<file path="src/rtl/demux2_deser.sv">
// demux2_deser: serial-to-parallel deserializer, LSB-first, with a valid/ready word output
module demux2_deser #(
  parameter int WLOG = 5
) (
  input  logic                 clk,
  input  logic                 rst_n,
  input  logic                 in_bit,
  input  logic                 in_valid,
  output logic                 in_ready,
  input  logic                 in_clear,
  output logic [2**WLOG-1:0]   out_word,
  output logic [2**WLOG-1:0]   out_word_neg,
  output logic                 out_valid,
  input  logic                 out_ready,
  output logic [WLOG-1:0]      bit_idx
);
  localparam int N = 2**WLOG;
  logic [WLOG-1:0] idx_q, idx_d;
  logic [N-1:0]    asm_q, asm_d, word_q, word_d;
  logic            valid_q, valid_d;
  logic            last, acc, done;
  assign last         = &idx_q;
  assign in_ready     = ~(last & valid_q & ~out_ready);
  assign acc          = in_valid & in_ready & ~in_clear;
  assign done         = acc & last;
  assign out_word     = word_q;
  assign out_word_neg = ~word_q;
  assign out_valid    = valid_q;
  assign bit_idx      = idx_q;
  always_comb begin
    asm_d = asm_q;
    if (acc) asm_d[idx_q] = in_bit;
    asm_d   = in_clear ? '0 : asm_d;
    idx_d   = in_clear ? '0 : acc ? idx_q + WLOG'(1) : idx_q;
    word_d  = done ? {in_bit, asm_q[N-2:0]} : word_q;
    valid_d = done | (valid_q & ~out_ready);
  end
  always_ff @(posedge clk) begin
    if (!rst_n) begin
      idx_q   <= '0;
      asm_q   <= '0;
      word_q  <= '0;
      valid_q <= 1'b0;
    end else begin
      idx_q   <= idx_d;
      asm_q   <= asm_d;
      word_q  <= word_d;
      valid_q <= valid_d;
    end
  end
endmodule

</file>
<file path="config.mk">
export PLATFORM = sky130hd
export DESIGN_NAME = demux2_deser
export DESIGN_NICKNAME = d
export VERILOG_FILES = /design/src/rtl/demux2_deser.sv
export SDC_FILE = /design/constraint.sdc
export NUM_CORES = 1
export LEC_CHECK = 0
export ABC_AREA = 1
export CORE_AREA = 2 2 69 136
export CTS_CLUSTER_DIAMETER = 80
export DETAILED_ROUTE_END_ITERATION = 6
export DIE_AREA = 0 0 71 138
export MAX_ROUTING_LAYER = met4
export PLACE_DENSITY = 0.65
export SYNTH_ARGS = -nofsm -noshare
export SYNTH_HDL_FRONTEND = slang
export SYNTH_SLANG_ARGS = --single-unit
</file>
<file path="constraint.sdc">
create_clock -name clk -period 2.82 [get_ports clk]
set_input_delay 0.564 -clock clk [delete_from_list [all_inputs] [get_ports clk]]
set_output_delay 0.564 -clock clk [all_outputs]
set_load 0.02 [all_outputs]
</file>
# Word level (Yosys, flattened, before mapping)
# Index checks and enable logic that the tools add are counted.
# totals
regBits,70
output_inout_bits,71
word_cells,25
# op_classes
muxes,3
addsub,1
bitwise,12
n_lt_le_gt_ge,2
n_reduce_logical,3
# op_table
operator,count
$bwmux 32,1
$not 32->32,1
$and 1x1->1,6
$lt 5x6->1 const B,1
$add 5x1->5 const B,1
$demux 1 s5,1
$ge 5x1->1 const B,1
$reduce_and 5->1,1
$not 1->1,4
$reduce_or 2->1,1
$logic_and 1x1->1,1
$mux 1,1
$or 1x1->1,1

# Longest topological paths before layout
# depth
word_depth,8
mapped_depth,13

# Worst setup path after synthesis
# No wires, ideal clock.
# synth_path
path_kind,register to register
from,register idx_q[1] (netlist: bit_idx[1])
to,register asm_q[21]
stages_incl_launch_ff,13
n_path_buf,3
path_slack_ns,0.678
synth_period_minus_slack_ns,2.142
setup_ns,0.115
t_arrival_ns,2.027
cell_sequence,dfxtp_1 -> ha_1 -> clkinv_1 -> nor3_1 -> ha_1 -> buf_4 -> nand2_2 -> nor2_4 -> nor2_8 -> buf_6 -> buf_4 -> a21oi_1 -> nor2_1
# synth_via
elab_chain_cells,6
# synth_rtl
item,line_no,source
from (decl),18,"logic [WLOG-1:0] idx_q, idx_d;"
from (signal assigned),45,idx_q <= idx_d;
"parallel branches: the longest is 6 deep, another holds $lt 5x6->1",n/a,
to (signal assigned),46,asm_q <= asm_d;
to (decl),19,"logic [N-1:0] asm_q, asm_d, word_q, word_d;"
# Several ways; the timed one is not identified.
# A chain may end at the register's enable or synchronous reset.

# Worst setup path after layout
# layout_path
from,register idx_q[3] (netlist: bit_idx[3])
to,output in_ready
# layout_via
elab_chain_cells,4
# layout_rtl
item,line_no,source
$reduce_and 5->1,22,assign last = &idx_q;
$and 1x1->1 (2 in series),23,assign in_ready = ~(last & valid_q & ~out_ready);
$not 1->1,23,
to (decl),9,"output logic in_ready,"
# Every way passes these cells.

==> flow_summary.yaml <==
outcome:
  outcome: "finished, final reports clean"
setup_path:
  path_max_fanout: 8
  path_cells: "inv_1 -> nor3_1 -> ha_1 -> nand3_1 -> clkdlybuf4s50_1"
  required_ns: 2.26
  crit_slowest_cell: "clkdlybuf4s50_1"
  r2r_slack_ns: 0.36
  reg2reg_depth: 11
  cp-end-kind: "primary output"
  criticalPathCategory: "reg -> out"
  cpPeakStageDelay_ns: 0.55
  r2r_start: "bit_idx[3]"
  arrival_ns: 2.11
  cp-start-kind: "flop"
  reg2reg_to: "out_word[7]"
global_route:
  grtUsageTotal: 0.171
  gr-total-overflow: 0
  grt_first_pass_wirelength_um: 13300
  grt_pass1_vias: 2984
  grt_max_degree: 43
  antenna_found_initial: 0
placed_design:
  dp_hpwl_um: 5390
  portBuffers: 76
  place_congestion: 0.817
  preCtsSetupSlack_ns: 0.334
  dp.cells: 692
drt:
  drtAntennaViolNets: 0
  wl_per_cell_um: 10.8
  wl_um: 7650
  drtPass1Iterations: 4
  viasPerCell: 4.54
  initialDrtViolationCount: 112
  drc: 0
  vias: 3216
sta:
  finClkSkew_ns: 0.00584
  fin_setup_tns_ns: 0
  period_share: 0.949
  slew_violations: 0
  slew_headroom: 0.593
  holdWs_ns: 0.476
  rsz0062_at_grt: "false"
  hold_viol: 0
  setup_viol: 0
  period_needed_ns: 2.67
  fmax_ghz: 0.374
  tightest_slew_ns: 0.608
  worst_slack_ns: 0.145
logic_synthesis:
  synth.area.top_cells: "dfxtp_1 (41%), inv_1 (12%), nand2_1 (11%)"
  syn_avg_cell_area_um2: 6.38
  yosys.area_share.xor_xnor: 0
  synth_top_family_by_area: "simple AND/OR/NAND/NOR gates"
  synth_mux_area_frac: 0
  synth_area_mm2: 0.00340
  syn-instance-count: 533
  synthAdderAreaFrac: 0.0184
  synth_top_area_frac: 0.406
  yosysWarnings: 0
  synth_fp_nets: 544
  synth-simple-area-share: 0.345
  synth-compound-area-share: 0.0611
  ys_types: 21
  ys_seq_area_frac: 0.406
  yosysTopAreaCell: "dfxtp_1"
  synth_seq_cells: 69
layout:
  multi_input_area_mm2: 0.00144
  n_antenna_cell: 0
  fin_cells: 708
  areaGrowthSynthToFinish_pct: 32.8
  nets: 612
  seq_area_mm2: 0.00138
  fillerInstances: 932
  drive_gt1_frac: 0.0495
clock_network:
  cts_sinks: 69
  htreeDepth: 3
  clkLatencyLatePin_ns: 0.33
  clockBufferDepth: 2
  cts.clk_slew.worst_paths_ns: 0.05
  cts_tree: "built"
  post_cts_buffers: 0
  cts_buffers: 9
  cts-root-buf: "clkbuf_16"
  ctsHoldBuffers: 0
  post_cts_resized: 0
run:
  drv_cap: 0
floorplan:
  core.rowCount: 49
  io_pins: 77
  die_width_um: 71
  die-area_mm2: 0.00980
  start_util: 0.383
  fp.dieH_um: 138
  fp.coreArea_mm2: 0.00889
power:
  p_per_area_mw_per_mm2: 513
  ir_drop_uv: 279
  total_power_uw: 2320
  leakage_uw: 0.00180
min_path:
  holdPathStages: 2
  hp-start: "asm_q[10]"
  min_path_type: "reg -> reg"
  whs_endpoint: "asm_q[10]"
## routing by layer
layer	track usage	wire length (um)	share of wire	vias up
li1	-	-	-	1732
met1	0.176	3180	0.42	1400
met3	0.0394	264	0.034	17
met5	-	0	0	-
met2	0.303	4020	0.53	67
met4	0.0755	187	0.024	0
## area by class of cell
cell class / count / share of cell area
clock buffer: 12 / 0.0568
clock inverter: 4 / 0.0155
inverter: 110 / 0.0914
multi-input combinational: 326 / 0.319
sequential: 69 / 0.306
tap: 102 / 0.0282
timing repair buffer: 85 / 0.183
## layout by cell type (no fill, tap or decap)
cell type / instances
a21boi_0: 1
a21oi_1: 35
buf_4: 9
bufinv_16: 2
clkbuf_1: 1
clkbuf_16: 9
clkbuf_8: 2
clkdlybuf4s50_1: 76
clkinv_1: 1
clkinv_2: 2
dfxtp_1: 69
ha_1: 5
inv_1: 108
inv_2: 1
nand2_1: 103
nand2_2: 2
nand3_1: 71
nor2_1: 100
nor2_2: 1
nor2_4: 1
nor2_8: 1
nor3_1: 1
o21ai_0: 5
## power breakdown
part	switching [uW]	internal (uW)	total, uW
logic	73.7	32.4	106
clock network	411	819	1230
registers	2.62	977	980
## cell families (layout without fill, tap and decap cells)
| group | Yosys count | in the layout |
|---|---|---|
| AND/OR/NAND/NOR | 280 | 280 |
| buffers and inverters | 138 | 211 |
| flip-flops | 69 | 69 |
| adder cells (fa/ha/maj) | 5 | 5 |
| AO/OA/AOI/OAI | 41 | 41 |
## Yosys cell counts, drive strengths merged
library cell    n
inv           109
nor2          103
ha              5
a21oi          35
dfxtp          69
clkinv          1
clkbuf          4
buf            24
nand3          71
a21boi          1
nor3            1
o21ai           5
nand2         105
## state kept, by name, indices dropped and copies added (netlist names)
| register | flops |
|---|---|
| asm_q | 31 |
| bit_idx | 5 |
| out_valid | 1 |
| out_word | 32 |
## metrics by stage
| stage | area (um2) | utilization |
|---|---|---|
| final | 4520 | 0.508 |
| after global routing | 4520 | 0.508 |
| after CTS | 4520 | 0.508 |
| after detailed placement | 4190 | 0.472 |
| after global placement | 4190 | 0.472 |
| after floorplan | 3400 | - |
## worst max-delay path by stage
stage / cells past startpoint / startpoint / slack (ns) / end
6_report: 5 / bit_idx[3] / 0.15 / in_ready
5_1_grt: 5 / bit_idx[3] / 0.02 / in_ready
4_1_cts: 5 / bit_idx[3] / 0.13 / in_ready
3_5_place_dp: 11 / bit_idx[3] / 0.33 / out_word[15]
3_3_place_gp: 11 / bit_idx[3] / 0.39 / out_word[13]
2_1_floorplan: 12 / bit_idx[1] / 0.68 / asm_q[21]
## critical path, delay by kind of cell, from the launching register on
family	cells	cell delay [ns]
fa+ha+maj	1	0.24
flops	1	0.51
buf+inv	2	0.72
simple gates	2	0.31
Power figures use the tool's default switching activity.
